$ cat config.mk
export PLATFORM = sky130hd
export DESIGN_NAME = mux8_rr_scheduler
export DESIGN_NICKNAME = d
export VERILOG_FILES = /design/src/rtl/mux8_rr_scheduler.sv
export SDC_FILE = /design/constraint.sdc
export NUM_CORES = 1
export LEC_CHECK = 0
export CAP_MARGIN = 25
export CORE_MARGIN = 2
export CORE_UTILIZATION = 50
export CTS_CLUSTER_SIZE = 10
export DETAILED_ROUTE_END_ITERATION = 12
export PLACE_DENSITY = 0.74
export SYNTH_ARGS = -nofsm -noshare
export SYNTH_HDL_FRONTEND = slang
export SYNTH_SLANG_ARGS = --single-unit
$ cat constraint.sdc
create_clock -name clk -period 4.2 [get_ports clk]
set_input_delay 0.42 -clock clk [delete_from_list [all_inputs] [get_ports clk]]
set_output_delay 0.42 -clock clk [all_outputs]
set_load 0.02 [all_outputs]
$ cat src/rtl/mux8_rr_scheduler.sv
// Round-robin scheduler sharing one 8:1 mux among eight requesters.
// Ports: clk, rst (sync, active-high), req[7:0], lock -> sel[2:0], g_n, grant[7:0], busy.
module mux8_rr_scheduler #(
  parameter int HOLD_CYCLES = 4,
  parameter int GAP_CYCLES  = 1
) (
  input  logic       clk,
  input  logic       rst,
  input  logic [7:0] req,
  input  logic       lock,
  output logic [2:0] sel,
  output logic       g_n,
  output logic [7:0] grant,
  output logic       busy
);

  localparam logic [7:0] HOLD_LOAD = 8'(HOLD_CYCLES - 1);
  localparam logic [3:0] GAP_LOAD  = 4'(GAP_CYCLES - 1);

  typedef enum logic [1:0] {
    IDLE,
    GRANT,
    GAP
  } state_t;

  state_t     state, state_nx;
  logic [2:0] last, last_nx;
  logic [7:0] hcnt, hcnt_nx;
  logic [3:0] gcnt, gcnt_nx;
  logic [2:0] sel_nx;
  logic       g_n_nx;
  logic [7:0] grant_nx;
  logic       busy_nx;

  logic [2:0] idx;
  logic [2:0] cand;
  logic       hit;
  logic       do_load;
  logic       do_gap;

  // Scan last+1 .. last+8 (mod 8); last itself is reached only as the
  // eighth candidate, i.e. when it is the sole requester.
  always_comb begin
    idx  = '0;
    cand = '0;
    hit  = 1'b0;
    for (int k = 1; k <= 8; k++) begin
      cand = last + 3'(k);
      if (!hit && req[cand]) begin
        hit = 1'b1;
        idx = cand;
      end
    end
  end

  always_comb begin
    state_nx = state;
    last_nx  = last;
    hcnt_nx  = hcnt;
    gcnt_nx  = gcnt;
    sel_nx   = sel;
    g_n_nx   = g_n;
    grant_nx = grant;
    busy_nx  = busy;
    do_load  = 1'b0;
    do_gap   = 1'b0;

    unique case (state)
      IDLE: begin
        do_load = hit;
      end
      GRANT: begin
        // Release beats lock; lock beats timeout.
        if (!req[sel]) begin
          do_gap = 1'b1;
        end else if (lock) begin
          hcnt_nx = hcnt;
        end else if (hcnt == 8'd0) begin
          do_gap = 1'b1;
        end else begin
          hcnt_nx = hcnt - 8'd1;
        end
      end
      GAP: begin
        if (gcnt != 4'd0) begin
          gcnt_nx = gcnt - 4'd1;
        end else if (hit) begin
          do_load = 1'b1;
        end else begin
          state_nx = IDLE;
          busy_nx  = 1'b0;
        end
      end
      default: begin
        state_nx = IDLE;
      end
    endcase

    if (do_load) begin
      state_nx = GRANT;
      sel_nx   = idx;
      last_nx  = idx;
      grant_nx = 8'd1 << idx;
      g_n_nx   = 1'b0;
      busy_nx  = 1'b1;
      hcnt_nx  = HOLD_LOAD;
    end

    if (do_gap) begin
      state_nx = GAP;
      g_n_nx   = 1'b1;
      grant_nx = '0;
      gcnt_nx  = GAP_LOAD;
    end
  end

  always_ff @(posedge clk) begin
    if (rst) begin
      state <= IDLE;
      last  <= 3'd7;
      hcnt  <= '0;
      gcnt  <= '0;
      sel   <= '0;
      g_n   <= 1'b1;
      grant <= '0;
      busy  <= 1'b0;
    end else begin
      state <= state_nx;
      last  <= last_nx;
      hcnt  <= hcnt_nx;
      gcnt  <= gcnt_nx;
      sel   <= sel_nx;
      g_n   <= g_n_nx;
      grant <= grant_nx;
      busy  <= busy_nx;
    end
  end

endmodule

==> out/results.ini <==
[floorplan]
rows = 24
initial_core_util_pct = 51.4
ios = 24
core_area_um2 = 4290
die_area_um2 = 4960
die_h_um = 70.4
fp.dieW_um = 70.4

[logic_synthesis]
synth_top_cell_by_area = dfxtp_1
synth-simple-area-share_pct = 19.8
syn-num-nets = 248
synth.top_cell.area_share_pct = 27.2
synth.avg_cell_area_um2 = 9.55
synth_compound_area_share_pct = 18.5
syn_area_um2 = 2210
synth_edf_count = 0
ys.flop_type = dfxtp_1
synth_area_leaders = dfxtp_1, mux2i_1, mux4_2, a21oi_1, a32o_1
synth-seq-area-share_pct = 27.2
synth_top_family_by_area = multiplexers
synth_mux_area_share_pct = 20.2
synth_cells = 231
synth_fa_ha_area_share_pct = 3.40
synth_seq_cells = 30
synthXorXnorAreaFrac_pct = 6.35
ys_types = 56
synthArstFlopShare_pct = 0
ys_warn_count = 0

[sta]
worst_clock_skew_ns = 0.00753
slew_headroom_pct = 52.4
worstMarginPinSlew_ns = 0.712
finalCritPeriodShare_pct = 81.7
tns_ns = 0
slew_violations = 0
hold_viol_final = 0
finalCriticalPeriod_ns = 3.43
setup_viol = 0
grt_setup_unrepaired = false
clock.fmax_mhz = 292
hold_ws_ns = 0.462

[clock_tree]
htree_num_levels = 2
cts_tree = built
cts_made_buffers = 5
cts_resized = 0
post-cts-setup-buffers = 0
hold_buffers = 0
clk_path_buf_depth = 2
root_buffer = clkbuf_8
insertion_delay_ns = 0.28
cts.sink_count = 30
cts.clk_slew.worst_paths_ns = 0.06

[drt]
routed_wl_um = 4910
dr.pass1.iters = 5
routedWlPerCell_um = 16.1
ant_nets = 0
top_layer = met4
route.met3.wl_um = 260
drt-met1-wl_um = 2080
routed_via_density = 5.94
drcViolationCount = 0
wl_met2_um = 2510
first_iter_violations = 152
dr_total_vias = 1812

[placement]
dp_cells = 298
gp_congestion = 0.868
portBuffers = 23
hpwl_um = 3680

[critical_path]
crit_path_max_incr_delay_ns = 0.69
critPathBufInv = 1
required_ns = 4.40
critPathLaunchType = register
crit_type = reg2reg
cp-end-kind = register
path_depth = 10
critPathTopFamily = simple AND/OR/NAND/NOR gates
r2r_cells = 10
worstPathCellList = inv_1 -> ha_1 -> mux2i_1 -> mux2i_1 -> o221ai_1 -> nand2_1 -> nor4_4 -> nor3_1 -> or4b_1 -> a21oi_1
slowest_stage = ha_1
crit_fanout = 15
critPathMostFrequentCell = mux2i_1
worstPathArrival_ns = 3.63

[power_and_ir_drop]
power_density_nw_per_um2 = 788
p_leak_nw = 0.947
power_mw = 2.01
vdd_ir_drop_max_v = 0.000349

[layout]
fin_cells = 305
mostFrequentLayoutCell = dfxtp_1
diodes = 0
area_delta_synth_final_pct = 15.4
layout_common_cells = dfxtp_1, clkdlybuf4s50_1, mux2i_1
drive_gt1_share_pct = 13.0
final_nets = 270
fillers = 384
post-route-util_pct = 59.3

[global_route]
antenna_found_initial = 0
grt-ovfl-total = 0
grt_pass1_vias = 1814
grtUsageTotal_pct = 21.5
grt_max_degree = 27
grt_pass1_wl_um = 8450

[status]
status = finished clean

[run]
cap_viol_max_count = 0

[min_path]
worstHoldPathCells = 1
hold_class = reg2reg

==> kinds of logic after synthesis <==
kind of cell	after synthesis
adders and majority gates	6
xor gates and xnor gates	13
DFF	30
buffers and inverters	21
and+or+nand+nor	77
muxes	31
AOI/OAI and AO/OA	53
==> cells in the mapped netlist (6+ instances only) <==
master    instances
xnor2_1           7
inv_1             8
nand2_1          15
a32o_1            8
a21oi_1          17
mux4_2            8
nand2b_1          6
o21ai_0           7
ha_1              6
dfxtp_1          30
mux2i_1          18
nor2_1           17
nand3_1          11
==> flip-flops by register name (all words and copies together) (netlist names) <==
signal / count
grant: 8
hcnt: 8
last: 3
gcnt: 4
busy: 1
sel: 3
g_n: 1
state: 2
==> layout make-up <==
type                            count  area (um2)  area share [%]
Multi-Input combinational cell    180        1510            59.2
Inverter                            9        35.0            1.38
Timing Repair Buffer               27         260            10.2
Sequential cell                    30         601            23.6
Clock buffer                        7        76.3            3.00
Tap cell                           52        65.1            2.56
==> metrics by stage <==
step                worst slack, ns  cell area [um2]
global placement              0.817             2470
floorplan                     0.455             2210
CTS                           0.770             2540
detailed placement            0.760             2470
global route                  0.273             2540
finish                        0.770             2540
==> path summary, 6_finish.rpt <==
| path | startpoint | endpoint | slack [ns] |
|---|---|---|---|
| max | last[0] | sel[0] | 0.77 |
| min | g_n | g_n | 0.46 |
| max reg2reg | last[0] | sel[0] | 0.77 |
| min reg2reg | g_n | g_n | 0.46 |
==> power breakdown <==
part / internal [mW] / switching, mW / leakage, nW
registers: 0.351 / 0.0590 / 0.245
logic: 0.600 / 0.789 / 0.663
clock network: 0.114 / 0.0922 / 0.0383
total: 1.06 / 0.940 / 0.947
==> metal layers <==
metal	track usage, %	vias up
met1	26.0	846
met4	8.55	0
met3	5.19	7
met5	0	-
li1	-	911
met2	36.5	48
(Power assumes the default switching activity.)
==> variant (config.mk and constraints unchanged) <==
The 3 states of `state_t` get a one-hot encoding in 3 bits.
--- a/src/rtl/mux8_rr_scheduler.sv
+++ b/src/rtl/mux8_rr_scheduler.sv
@@ -19,6 +19,6 @@
 
-  typedef enum logic [1:0] {
-    IDLE,
-    GRANT,
-    GAP
+  typedef enum logic [2:0] {
+    IDLE  = 3'b001,
+    GRANT = 3'b010,
+    GAP   = 3'b100
   } state_t;
Check against the original RTL: no difference found for any inputs over 10 cycles, from zero or initial values and one cycle with rst high; not proved beyond that.
==> variant against the original RTL <==
Fmax is 4.2% lower; worst setup slack got worse by 0.15 ns; synthesized area grew 16%; wire length is 20% higher; final area increased by 14%; power is 8.7% higher; die area grew 15%; sequential cell count grew 1; combinational power increased by 11%; worst hold slack better by 0.0028 ns.
==> variant: results (changes against the original RTL) <==
* Status: finished, final reports clean
* Pin count of the biggest net entering global routing at 28 (+3.7%)
* Syn Area/Cell at 8.96 um2 (-6.2%)
* Post-CTS sizing at 0 (unchanged)
* Clock Path Buffers at 2 (unchanged)
* Regs by FF count: grant (8), hcnt (8), gcnt (4)
* Slew margin rel. at 53.0% (+0.60 points)
* Ys Warns at 0 (unchanged)
* Cts bufs inserted at 5 (unchanged)
* H-tree level count at 2 (unchanged)
* Worst-path maximum fanout at 14 (-1)
* Ant diodes at 0 (unchanged)
* Nets at 320 (+19%)
* Hold WC Path Type: reg -> reg
* Share of cells above drive strength 1 at 16.8% (+3.7 points)
* Final wirelength at 5.90 mm (+20%)
* Maximum VDD drop at 538 uV (+54%)
* Post-CTS setup buffer count at 0 (unchanged)
* Top cells by count, synth: dfxtp_1 (31), nor2_1 (27), nand2_1 (22)
* Antenna violations before repair at 0 (unchanged)
* Vias in the first global route at 2101 (+16%)
* Async SR Flop Fraction at 0% (unchanged)
* Worst Clk Skew at 0.00649 ns (-0.00105 ns)
* Synth area leaders: dfxtp_1 (24%), mux4_2 (11%), mux2i_1 (4.3%)
* Worst-path clk slew at 0.06 ns (about the same)
* Leak at 1.04 nW (+9.6%)
* GP Congestion at 0.900 (+3.7%)
* Fin cells at 374 (+23%)
* Worst EP arrival at 3.74 ns (+0.11 ns)
* Root Buffer: clkbuf_8
* Place WS at 0.640 ns (-0.120 ns)
* Via count at 2250 (+24%)
* First-pass GRT wire length at 9.89 mm (+17%)
* Router iterations before antenna repair at 4 (-1)
* GR Util All Layers at 22.6% (+1.1 points)
* Synth cell types at 63 (+13%)
* HPWL Detailed at 4.42 mm (+20%)
* Initial DRC Count at 199 (+31%)
* Seq/Total Area, Yosys at 24.3% (-2.9 points)
* Post-Syn Nets at 302 (+22%)
[variant: per-layer routing]
metal	share of wire [%]	GRT usage, %	wire (um)	vias up
met1	43	29.1	2520	1066
met4	3.0	9.94	178	0
met3	4.4	3.84	260	16
li1	-	-	-	1106
met5	0	0	0	-
met2	50	37.5	2940	62
[variant: logic make-up after synthesis]
kind of cell               Yosys count  share of synthesized area [%]
xor gates and xnor gates            11                           3.77
adders and majority gates            6                           2.94
DFF                                 31                           24.3
buffers and inverters               29                           5.24
muxes                               34                           20.9
and+or+nand+nor                    101                           20.5
AOI/OAI and AO/OA                   73                           22.3
[variant: worst max-delay path: stages, from the launching register on]
cell	delay [ns]
dfxtp_1	0.32
inv_1	0.10
ha_1	0.66
buf_4	0.27
mux4_2	0.39
mux2i_4	0.21
o31a_2	0.22
o221ai_4	0.17
o41ai_4	0.41
buf_4	0.23
nor2_1	0.07
and2_4	0.20
a32o_1	0.21
[variant: cell type report]
| class | count | area [um2] |
|---|---|---|
| Sequential cell | 31 | 621 |
| Tap cell | 70 | 87.6 |
| Fill cell | 466 | 2110 |
| Clock inverter | 1 | 5.00 |
| Inverter | 12 | 45.0 |
| Clock buffer | 7 | 76.3 |
| Timing Repair Buffer | 28 | 268 |
| Multi-Input combinational cell | 225 | 1800 |
[variant: worst paths after layout]
path	startpoint	endpoint	slack [ns]	cells after the start
min reg2reg	grant[6]	grant[6]	0.47	1
max	last[0]	grant[1]	0.62	12
max reg2reg	last[0]	grant[1]	0.62	12
min	grant[6]	grant[6]	0.47	1
[variant: metrics by stage]
stage	hold WS [ns]	instance area, um2
2_1_floorplan	0.457	2550
3_3_place_gp	0.449	2820
3_5_place_dp	0.449	2820
4_1_cts	0.467	2900
5_1_grt	0.490	2900
6_report	0.465	2900
[variant: where the power goes]
part	leakage [nW]	total [mW]	internal, mW	switching (mW)
sequential	0.254	0.428	0.371	0.0571
combinational	0.742	1.54	0.648	0.890
clock	0.0422	0.214	0.116	0.0980
